[src/rtl/uart_pkg.sv]
// Shared definitions for the 16x-oversampled UART receive controller.
// Latency: n/a (types and constants only).
// Backpressure: n/a.
package uart_pkg;

  // Controller state: receiver gated off, or running and accepting bytes.
  typedef enum logic {
    ST_OFF = 1'b0,
    ST_RUN = 1'b1
  } state_t;

  localparam int NBITS           = 8;   // data bits per frame
  localparam int OS_RATE         = 16;  // oversample ticks per bit period
  localparam int CLK_DIV_DEFAULT = 27;  // clk cycles per oversample tick

endpackage

[src/rtl/uart_baud_gen.sv]
// Oversample tick divider: counts 0..CLK_DIV-1 while enabled, strobes on the wrap cycle.
// Latency: first tick CLK_DIV cycles after en rises; clr zeroes the count on the next edge.
// Backpressure: none; the tick is a free-running strobe with no handshake.
// Ports: clk, rst_n (sync, active-low), en (count enable), clr (sync clear), tick (1-cycle strobe).
module uart_baud_gen #(
  parameter int CLK_DIV = 27
) (
  input  logic clk,
  input  logic rst_n,
  input  logic en,
  input  logic clr,
  output logic tick
);

  localparam int CW = (CLK_DIV > 1) ? $clog2(CLK_DIV) : 1;
  localparam logic [CW-1:0] LAST = CW'(CLK_DIV - 1);

  logic [CW-1:0] cnt;

  always_ff @(posedge clk) begin
    if (!rst_n || clr) begin
      cnt <= '0;
    end else if (en) begin
      cnt <= (cnt == LAST) ? '0 : cnt + CW'(1);
    end
  end

  // Decoded from registered state only, so the strobe is clean and drops
  // in the same cycle the enable goes away (no partial tick on exit).
  assign tick = en && (cnt == LAST);

endmodule

[src/rtl/uart_rx_ctrl.sv]
// UART RX controller: run/off gating, oversample tick generation, byte FIFO with sticky error flags.
// Latency: pop -> rd_data/rd_valid next cycle; push visible in count next cycle; no push->pop bypass.
// Backpressure: none toward the shifter; bytes arriving while full (and not popped) drop and set overrun.
// Ports: clk, rst_n | en, flush, clr_err | rx_done, rx_byte, rx_stop_bad | os_tick, rx_enable
//        rd_en, rd_data, rd_valid | empty, full, count | overrun, frame_err
import uart_pkg::*;

module uart_rx_ctrl #(
  parameter int CLK_DIV = CLK_DIV_DEFAULT,
  parameter int DEPTH   = 16,
  parameter int ADDR_W  = $clog2(DEPTH)
) (
  input  logic              clk,
  input  logic              rst_n,
  input  logic              en,
  input  logic              flush,
  input  logic              rx_done,
  input  logic [NBITS-1:0]  rx_byte,
  input  logic              rx_stop_bad,
  output logic              os_tick,
  output logic              rx_enable,
  input  logic              rd_en,
  output logic [NBITS-1:0]  rd_data,
  output logic              rd_valid,
  output logic              empty,
  output logic              full,
  output logic [ADDR_W:0]   count,
  output logic              overrun,
  output logic              frame_err,
  input  logic              clr_err
);

  localparam logic [ADDR_W:0] DEPTH_CNT = (ADDR_W + 1)'(DEPTH);

  state_t state;
  logic   run;

  // ---------------- run/off FSM ----------------
  always_ff @(posedge clk) begin
    if (!rst_n) begin
      state     <= ST_OFF;
      rx_enable <= 1'b0;
    end else begin
      case (state)
        ST_OFF: if (en) begin
          state     <= ST_RUN;
          rx_enable <= 1'b1;
        end
        ST_RUN: if (!en) begin
          state     <= ST_OFF;
          rx_enable <= 1'b0;
        end
        default: begin
          state     <= ST_OFF;
          rx_enable <= 1'b0;
        end
      endcase
    end
  end

  assign run = (state == ST_RUN);

  // Divider is held in clear whenever we are not running, so re-entering
  // RUN always starts a fresh CLK_DIV-cycle period.
  uart_baud_gen #(
    .CLK_DIV (CLK_DIV)
  ) u_baud_gen (
    .clk   (clk),
    .rst_n (rst_n),
    .en    (run),
    .clr   (!run),
    .tick  (os_tick)
  );

  // ---------------- FIFO ----------------
  logic [NBITS-1:0]  mem [DEPTH];
  logic [ADDR_W-1:0] wr_ptr;
  logic [ADDR_W-1:0] rd_ptr;

  logic wr_attempt;
  logic do_pop;
  logic do_push;
  logic frame_set;
  logic ovr_set;

  assign empty = (count == '0);
  assign full  = (count == DEPTH_CNT);

  // Pop decision is based on current occupancy only: a byte pushed this
  // cycle cannot be popped this cycle.
  assign do_pop     = rd_en && !empty && !flush;
  assign wr_attempt = run && rx_done;
  assign frame_set  = wr_attempt && rx_stop_bad;
  assign ovr_set    = wr_attempt && !rx_stop_bad && full && !rd_en;
  // A same-cycle pop frees the slot a full FIFO needs for this push.
  assign do_push    = wr_attempt && !rx_stop_bad && (!full || do_pop) && !flush;

  always_ff @(posedge clk) begin
    if (do_push) begin
      mem[wr_ptr] <= rx_byte;
    end
  end

  always_ff @(posedge clk) begin
    if (!rst_n) begin
      wr_ptr   <= '0;
      rd_ptr   <= '0;
      count    <= '0;
      rd_data  <= '0;
      rd_valid <= 1'b0;
    end else if (flush) begin
      wr_ptr   <= '0;
      rd_ptr   <= '0;
      count    <= '0;
      rd_valid <= 1'b0;
    end else begin
      rd_valid <= do_pop;
      if (do_pop) begin
        rd_data <= mem[rd_ptr];
        rd_ptr  <= rd_ptr + ADDR_W'(1);
      end
      if (do_push) begin
        wr_ptr <= wr_ptr + ADDR_W'(1);
      end
      case ({do_push, do_pop})
        2'b10:   count <= count + (ADDR_W + 1)'(1);
        2'b01:   count <= count - (ADDR_W + 1)'(1);
        default: count <= count;
      endcase
    end
  end

  // ---------------- sticky status ----------------
  // A set event in the same cycle as clr_err wins, so no error is ever lost.
  always_ff @(posedge clk) begin
    if (!rst_n) begin
      overrun   <= 1'b0;
      frame_err <= 1'b0;
    end else begin
      if (ovr_set)      overrun <= 1'b1;
      else if (clr_err) overrun <= 1'b0;
      if (frame_set)    frame_err <= 1'b1;
      else if (clr_err) frame_err <= 1'b0;
    end
  end

endmodule

[config.mk]
export PLATFORM = sky130hd
export DESIGN_NAME = uart_rx_ctrl
export DESIGN_NICKNAME = d
export VERILOG_FILES = /design/src/rtl/uart_pkg.sv /design/src/rtl/uart_baud_gen.sv /design/src/rtl/uart_rx_ctrl.sv
export SDC_FILE = /design/constraint.sdc
export NUM_CORES = 1
export LEC_CHECK = 0
export ABC_CLOCK_PERIOD_IN_PS = 7800
export CAP_MARGIN = 20
export CORE_MARGIN = 2
export CORE_UTILIZATION = 42
export DETAILED_ROUTE_END_ITERATION = 10
export RECOVER_POWER = 100
export SLEW_MARGIN = 20
export SYNTH_ARGS = -nofsm -noshare
export SYNTH_HDL_FRONTEND = slang
export SYNTH_HIERARCHICAL = 1
export SYNTH_SLANG_ARGS = --single-unit
[constraint.sdc]
create_clock -name clk -period 7.8 [get_ports clk]
set_input_delay 1.56 -clock clk [delete_from_list [all_inputs] [get_ports clk]]
set_output_delay 1.56 -clock clk [all_outputs]
set_load 0.01 [all_outputs]
-- Yosys cells after proc, flatten, opt, wreduce, memory -nomap -nowiden
Memory sizes are Yosys's and may differ from the RTL's. A register that Yosys moved wholly into a read port is not among the register bits.
Cells that the tools add are included.
- flip-flop bits (word level): 23
- RAM bits: 128
- bits of input ports: 16
- output and inout port bits: 20
- memories kept: 1
- memories (name ; words ; width ; rd ports ; clocked after memory_dff ; write ports ; RTL line ; source):
    mem ; 16 ; 8 ; 1 ; 1 ; 1 ; uart_rx_ctrl.sv:76 ; logic [NBITS-1:0] mem [DEPTH];
- add/sub/neg operators: 5
- equal/unequal tests: 6
- mux-type cells: 11
- bitwise operators: 3
- reduce and logical (&&, ||, !) cells: 27
- operators with widths (operator ; number):
    adder 5 x 1 -> 5 bit, second input constant ; 2
    == test 5 bit, second input constant ; 2
    logical AND 1 bit ; 10
    case mux 5 bit (2 select lines) ; 1
    adder 4 x 1 -> 4 bit, second input constant ; 2
    logical NOT 1 bit ; 8
    2-to-1 mux 1 bit ; 8
    nonzero test 2 bit ; 3
    logical NOT 5 bit ; 1
    2-to-1 mux 5 bit ; 1
    subtractor 5 x 1 -> 5 bit, second input constant ; 1
    inequality test 2 bit, second input constant ; 2
    AND reduction 2 bit ; 2
    inverter 1 bit ; 3
    == test 2 x 1 -> 1 bit, second input constant ; 1
    == test 2 bit, second input constant ; 1
    logical OR 1 bit ; 2
    case mux 1 bit (2 select lines) ; 1
    OR reduction 2 bit ; 1

-- Logic depth before layout (Yosys ltp)
Gate-level depths: netlist of the first run.
- depth in word-level cells: 9
- gate-level depth with buffers: 10

-- Hierarchy
Netlist of the first run, hierarchy kept.
- by module, submodules not included (module ; times used ; cells each ; area an instance (um^2) ; sequential area each (um^2)):
    uart_rx_ctrl ; 1 ; 406 ; 6188.4 ; 4364.2
    uart_baud_gen ; 1 ; 27 ; 241.5 ; 100.1

-- Worst setup path before layout of the first run
OpenSTA, ideal clock, no wires.
- path type: input -> register
- start: input flush
- end: register count[4]
- library setup time: 72 ps
- arrival time: 3643 ps
- data required time: 7728 ps
- path slack: 4086 ps
- stages: 9
- cell sequence: nand2b_1 a21oi_1 clkbuf_1 ha_1 ha_1 a21o_1 a21oi_1 mux2i_1 mux2i_1
- word-level cells in the longest chain between the ends: 7
- ends and longest elaborated chain (item ; RTL line ; source):
    start: declaration ; uart_rx_ctrl.sv:16 ; input logic flush,
    logical NOT 1 bit * ; uart_rx_ctrl.sv:91 ; assign do_pop = rd_en && !empty && !flush;
    logical AND 1 bit * ; uart_rx_ctrl.sv:91 ;
    net do_pop ; uart_rx_ctrl.sv:81 ; logic do_pop;
    logical OR 1 bit ; uart_rx_ctrl.sv:96 ; assign do_push = wr_attempt && !rx_stop_bad && (!full || do_pop) && !flush;
    logical AND 1 bit (2 in a row) ; uart_rx_ctrl.sv:96 ;
    == test 2 x 1 -> 1 bit or == test 2 bit (tied branches) ; uart_rx_ctrl.sv:125 ; case ({do_push, do_pop})
    case mux 5 bit (2 select lines) or nonzero test 2 bit (tied branches) ; - ;
    end signal: assignment ; uart_rx_ctrl.sv:126 ; 2'b10: count <= count + (ADDR_W + 1)'(1);
    end signal: assignment ; uart_rx_ctrl.sv:127 ; 2'b01: count <= count - (ADDR_W + 1)'(1);
    end signal: assignment ; uart_rx_ctrl.sv:128 ; default: count <= count;
    end: declaration ; uart_rx_ctrl.sv:27 ; output logic [ADDR_W:0] count,
The timed path passes the listed nets; every way through them passes the cells marked *.
A chain may end at the register's enable or synchronous reset.

-- Worst setup path after layout of the first run
- start: input flush
- end: register count[4]
- word-level cells in the longest chain between the ends: 7
- ends and longest elaborated chain (item ; RTL line):
    logical NOT 1 bit ; uart_rx_ctrl.sv:91, uart_rx_ctrl.sv:96
    logical AND 1 bit ; uart_rx_ctrl.sv:91
    logical OR 1 bit ; uart_rx_ctrl.sv:96
    logical AND 1 bit (2 in a row) ; uart_rx_ctrl.sv:96
    == test 2 x 1 -> 1 bit or == test 2 bit (tied branches) ; uart_rx_ctrl.sv:125
    case mux 5 bit (2 select lines) or nonzero test 2 bit (tied branches) ; -
Several ways; a longest one is shown, not always the timed one.

==> results.py, run 1 <==
metrics = {
    "power": {
        "power.internal_mw": 1.40,
        "netSwitchingFraction": 0.201,
        "peakVddDrop_uv": 135,
        "p_switching_uw": 354,
        "combinationalPowerShare": 0.017,
        "pwr-share-clk": 0.461,
        "power.density_mw_per_mm2": 233,
        "sequentialPowerShare": 0.522,
        "leakagePower_nw": 2.41,
    },
    "clocking": {
        "clk_latency_ns": 0.42,
        "clock_sinks": 159,
        "cts_setup_buffers": 0,
        "cts-htree-levels": 4,
        "cts_resized": 0,
        "cts_tree": "built",
        "cts_root_buf": "clkbuf_16",
        "cts_hold_buf": 0,
        "cts_inserted_buffers": 17,
        "clk_pin_slew_ns": 0.06,
        "cts_buffer_depth": 2,
    },
    "logic_synthesis": {
        "synth_top_cells_by_count": "edfxtp_1, mux2i_1, nor2_1",
        "synth_cell_types": 42,
        "async_flop_share": 0,
        "synthCells": 433,
        "synth.area.top_cells": "edfxtp_1, mux2i_1, dfxtp_1",
        "yosys.area.top_type_share": 0.598,
        "yosysMostFrequentCell": "edfxtp_1",
        "synth_nets": 461,
        "ys_warn_count": 6,
        "yosysSeqAreaShare": 0.694,
        "synth_area_leader_cell": "edfxtp_1",
        "syn_area_per_cell_um2": 14.8,
        "synth-edff-count": 128,
        "ys_seq_elements": 159,
        "synthFlopType": "edfxtp_1",
        "synth_area_mm2": 0.00643,
    },
    "floorplanning": {
        "core_mm2": 0.0151,
        "dieArea_mm2": 0.0163,
        "die_h_um": 128,
        "ioPinCount": 36,
        "dieWidth_um": 128,
        "rows": 45,
        "initial_utilization": 0.426,
    },
    "setup_path": {
        "required_ns": 8.15,
        "rr_worst_depth": 9,
        "cp_common_cell": "mux2i_1",
        "cp_slowest_stage_delay_ns": 0.58,
        "r2r_slack_ns": 4.94,
        "cp_max_fo": 6,
        "r2r_end": "count[3]",
        "crit_slowest_cell": "dlygate4sd3_1",
        "r2r-start": "count[0]",
        "critPathBufInv": 2,
        "arrival_ns": 4.23,
        "crit_type": "input port to flip-flop",
        "critPathLaunchType": "input port",
        "end_kind": "flip-flop",
        "crit_family": "adder cells",
        "cp_cell_sequence": "dlygate4sd3_1 > and4bb_1 > o31a_1 > inv_1 > ha_1 > fa_1 > a21o_1 > a21oi_1 > mux2i_1 > mux2i_1",
    },
    "timing": {
        "rsz0062_at_grt": "false",
        "max_clock_freq_mhz": 257,
        "fin_skew_ns": 0.00932,
        "fin_crit_ns": 3.88,
        "worst_pin_slew_ns": 1.19,
        "maxSlewViolCount": 0,
        "hold_viol": 0,
        "fin_crit_sh": 0.498,
        "finalSetupViolCount": 0,
        "setup_tns_ns": 0,
        "slew_headroom": 0.199,
        "layout_setup_ws_ns": 3.92,
    },
    "routing": {
        "drt_first_pass_iters": 5,
        "drtIter0Drc": 207,
        "via_per_inst": 5.34,
        "avgRoutedWirePerCell_um": 19.3,
        "detail-route-antenna-nets": 0,
        "drc": 0,
        "wirelength_um": 12900,
        "vias": 3580,
    },
    "place": {
        "dp_slack_ns": 3.53,
        "place_area_mm2": 0.00695,
        "gp_congestion": 0.796,
        "io_buffers": 35,
        "place_hpwl_um": 8360,
    },
    "global_routing": {
        "grt_pass1_wl_um": 20100,
        "grt_overflow_total": 0,
        "grt_pass1_vias": 3595,
        "grt_max_degree": 65,
        "antenna_found_initial": 0,
        "grt.total_usage": 0.169,
    },
    "min_path": {
        "hold_start": "frame_err",
        "hold_depth": 2,
        "hp-class": "flip-flop to flip-flop",
        "whs_endpoint": "frame_err",
    },
    "layout": {
        "final_nets": 497,
        "postLayoutCoreUtil": 0.499,
        "fin_area_mm2": 0.00753,
        "ff_latch_area_mm2": 0.00447,
        "layout-drive-gt1-share": 0.0747,
        "n_antenna_cell": 0,
        "multiInputGateArea_mm2": 0.00182,
        "syn2layout_area_growth_pct": 17.1,
        "final.fill_count": 1305,
    },
    "run_status": {
        "outcome": "finished clean",
    },
    "flow_run": {
        "max_cap_viol_count": 0,
    },
}
[registers in the layout (all words and copies together) (netlist names)]
name and count:
rd_valid 1, rd_data 8, rx_enable 1, overrun 1
count 5, rd_ptr 4, mem 128, u_baud_gen/cnt 5
run 1, frame_err 1, wr_ptr 4
[worst reg2reg max path, cell delays in order, from the launching register on]
cell     delay (ns)
dfxtp_1        0.38
or4_1          0.64
o31a_1         0.34
inv_1          0.08
ha_1           0.28
ha_1           0.28
a21o_1         0.17
a21oi_1        0.23
xor2_1         0.25
o31ai_1        0.09
[per-stage QoR]
stage	power [mW]	std cells	hold WS (ns)
2_1_floorplan	0.945	433	0.480
3_3_place_gp	0.967	637	0.474
3_5_place_dp	0.967	637	0.488
4_1_cts	1.78	669	0.497
5_1_grt	1.81	670	0.519
6_report	1.76	670	0.484
[routing by layer]
metal,GRT usage,part of all wire
met1,0.227,0.46
met2,0.271,0.48
met3,0.0401,0.044
met4,0.0627,0.013
met5,0,0
[placed cells by master (no fill, tap or decap), drive strengths merged, types with 5 or more instances in the layout]
cell type,netlist,routed
a21oi,11,11
clkbuf,11,22
dfxtp,31,31
dlygate4sd3,0,31
edfxtp,128,128
ha,11,11
inv,8,11
mux2i,66,66
nand2,9,9
nand2b,6,6
nand3b,5,5
nor2,33,33
nor4,9,9
o21ai,10,10
o22ai,30,30
xnor2,5,5
xor2,7,7
[power groups by stage]
stage / combinational [mW] / clock, mW / sequential [mW]
4_1_cts: 0.0312 / 0.828 / 0.918
6_report: 0.0291 / 0.811 / 0.918
2_1_floorplan: 0.00872 / 0 / 0.936
3_3_place_gp: 0.0304 / 0 / 0.936
3_5_place_dp: 0.0310 / 0 / 0.936
5_1_grt: 0.0321 / 0.861 / 0.918
[layout make-up]
cell class	count	area share
tap	188	0.0312
multi-input combinational	244	0.242
sequential	159	0.593
inverter	8	0.00399
timing repair buffer	39	0.0517
clock inverter	13	0.0208
clock buffer	19	0.0575
[cell families (layout without fill, tap and decap cells)]
| group | Yosys count | in the layout | share of synthesized area |
|---|---|---|---|
| adder cells (fa/ha/maj) | 13 | 13 | 0.0261 |
| AND/OR/NAND/NOR | 87 | 87 | 0.0702 |
| flip-flops | 159 | 159 | 0.694 |
| AO/OA/AOI/OAI | 64 | 64 | 0.0638 |
| multiplexers | 68 | 68 | 0.110 |
| buffers and inverters | 30 | 79 | 0.0195 |
| XOR/XNOR | 12 | 12 | 0.0163 |
[how the worst max path moves through the flow]
stage | cells after the start | from | slack, ns | to
floorplan | 9 | flush | 4.09 | count[4]
global placement | 10 | flush | 3.60 | count[4]
detailed placement | 10 | flush | 3.53 | count[4]
CTS | 10 | flush | 3.99 | count[4]
global route | 10 | flush | 3.75 | count[4]
finish | 10 | flush | 3.92 | count[4]
(Power assumes the default switching activity.)
==> run 2: changes to the inputs <==
- ABC_CLOCK_PERIOD_IN_PS: 7800 -> 3900
- clock period: 7.8 -> 3.9 ns (I/O delays scaled with it)
==> run 2 against run 1 <==
- die area unchanged
- worst setup slack got worse by 3.1 ns
- utilization about the same
- sequential power increased by 100%
- combinational power increased by 100%
- worst hold slack improved by 0.0072 ns
- critical path depth unchanged
- clock skew decreased by 0.0031 ns
- flip-flop and latch count unchanged
- clock power increased by 95%
- register-to-register slack got worse by 3.9 ns
- global-route usage decreased by 0.37 points
- critical path type unchanged
- largest cell class unchanged
- highest routed layer unchanged
==> results.py, run 2 (synthesis gave the netlist of run 1 again) <==
metrics = {
    "run_status": {
        "outcome": "finished clean",
    },
    "timing": {
        "maxSlewViolCount": 0,
        "layout_setup_ws_ns": 0.767,
        "setup_tns_ns": 0,
        "finalSetupViolCount": 0,
        "slew_headroom": 0.276,
        "max_clock_freq_mhz": 319,
        "rsz0062_at_grt": "false",
        "fin_crit_ns": 3.13,
        "hold_viol": 0,
        "fin_skew_ns": 0.00623,
        "worst_pin_slew_ns": 1.07,
        "fin_crit_sh": 0.803,
    },
    "setup_path": {
        "r2r-start": "count[0]",
        "crit_type": "input port to flip-flop",
        "rr_worst_depth": 9,
        "arrival_ns": 3.48,
        "crit_slowest_cell": "dlygate4sd3_1",
        "required_ns": 4.25,
        "cp_common_cell": "mux2i_1",
        "r2r_slack_ns": 1.00,
        "critPathLaunchType": "input port",
        "cp_cell_sequence": "dlygate4sd3_1 > and4bb_1 > o31a_1 > inv_1 > ha_1 > fa_1 > a21o_1 > a21oi_1 > mux2i_1 > mux2i_1",
        "r2r_end": "count[4]",
        "cp_max_fo": 6,
        "critPathBufInv": 2,
        "cp_slowest_stage_delay_ns": 0.58,
        "end_kind": "flip-flop",
        "crit_family": "adder cells",
    },
    "routing": {
        "detail-route-antenna-nets": 0,
        "wirelength_um": 12800,
        "avgRoutedWirePerCell_um": 18.7,
        "drtIter0Drc": 281,
        "drt_first_pass_iters": 4,
        "vias": 3622,
        "drc": 0,
        "via_per_inst": 5.31,
    },
    "power": {
        "power.internal_mw": 2.79,
        "leakagePower_nw": 2.40,
        "sequentialPowerShare": 0.528,
        "pwr-share-clk": 0.455,
        "netSwitchingFraction": 0.197,
        "power.density_mw_per_mm2": 461,
        "peakVddDrop_uv": 293,
        "combinationalPowerShare": 0.017,
        "p_switching_uw": 683,
        "fin_total_pwr_mw": 3.47,
    },
    "layout": {
        "final_nets": 509,
        "regMostFlops": "mem",
        "final.fill_count": 1272,
        "multiInputGateArea_mm2": 0.00182,
        "reg_top3": "mem (128), rd_data (8)",
        "layout-drive-gt1-share": 0.0688,
        "syn2layout_area_growth_pct": 17.2,
        "fin_area_mm2": 0.00754,
        "n_antenna_cell": 0,
        "final_common_cell": "edfxtp_1",
        "largest_reg_flops": 128,
        "ff_latch_area_mm2": 0.00447,
        "final_cell_mix": "edfxtp_1, mux2i_1, nor2_1",
    },
    "clocking": {
        "cts_root_buf": "clkbuf_16",
        "cts_tree": "built",
        "cts_resized": 0,
        "cts_setup_buffers": 0,
        "cts_inserted_buffers": 17,
        "cts-htree-levels": 4,
        "clk_pin_slew_ns": 0.06,
        "clock_sinks": 159,
        "clk_latency_ns": 0.42,
        "cts_hold_buf": 0,
        "cts_buffer_depth": 2,
    },
    "place": {
        "place_hpwl_um": 8270,
        "place_area_mm2": 0.00704,
        "io_buffers": 35,
        "dp_slack_ns": 0.418,
        "gp_congestion": 0.798,
    },
    "global_routing": {
        "antenna_found_initial": 0,
        "grt_max_degree": 58,
        "grt_pass1_wl_um": 19700,
        "grt_pass1_vias": 3464,
        "grt_overflow_total": 0,
        "grt.total_usage": 0.166,
    },
    "flow_run": {
        "max_cap_viol_count": 0,
    },
    "min_path": {
        "hold_depth": 2,
        "hp-class": "flip-flop to flip-flop",
        "hold_start": "frame_err",
        "whs_endpoint": "frame_err",
    },
    "floorplanning": {
        "initial_utilization": 0.426,
        "die_h_um": 128,
        "ioPinCount": 36,
        "dieArea_mm2": 0.0163,
        "dieWidth_um": 128,
        "rows": 45,
        "core_mm2": 0.0151,
    },
}
==> run 2: area by class of cell <==
cell class                 instances  share of cell area
clock inverter                    14              0.0186
sequential                       159               0.593
timing repair buffer              51              0.0550
clock buffer                      18              0.0569
multi-input combinational        244               0.241
tap                              188              0.0312
inverter                           8             0.00398
==> run 2: power groups by stage <==
stage               logic [mW]  registers [mW]  clock network, mW
floorplan               0.0174            1.87                  0
global placement        0.0611            1.87                  0
detailed placement      0.0633            1.87                  0
CTS                     0.0638            1.84               1.61
global route            0.0662            1.83               1.68
finish                  0.0588            1.84               1.58
==> run 2: metrics by stage <==
stage / cells / util / hold WS (ns)
2_1_floorplan: 433 / - / 0.480
4_1_cts: 682 / 0.505 / 0.505
3_5_place_dp: 650 / 0.467 / 0.493
6_report: 682 / 0.499 / 0.491
3_3_place_gp: 650 / 0.467 / 0.474
5_1_grt: 682 / 0.499 / 0.530
==> run 2: metal layers <==
| metal | global-route usage | vias up | wire, µm |
|---|---|---|---|
| li1 | - | 1744 | - |
| met1 | 0.239 | 1792 | 6150 |
| met2 | 0.243 | 70 | 5940 |
| met3 | 0.0330 | 16 | 459 |
| met4 | 0.0750 | 0 | 208 |
| met5 | 0 | - | 0 |
==> run 2: how the worst max path moves through the flow <==
stage,start,end,cells past startpoint
floorplan,flush,count[4],9
CTS,flush,count[4],10
global route,flush,count[4],10
finish,flush,count[4],10
detailed placement,flush,count[4],10
global placement,flush,count[4],10
==> run 2: worst min-delay path, stage by stage, from the launching register on <==
cell      delay [ns]
dfxtp_1         0.31
nand2b_1        0.06
a21boi_0        0.07
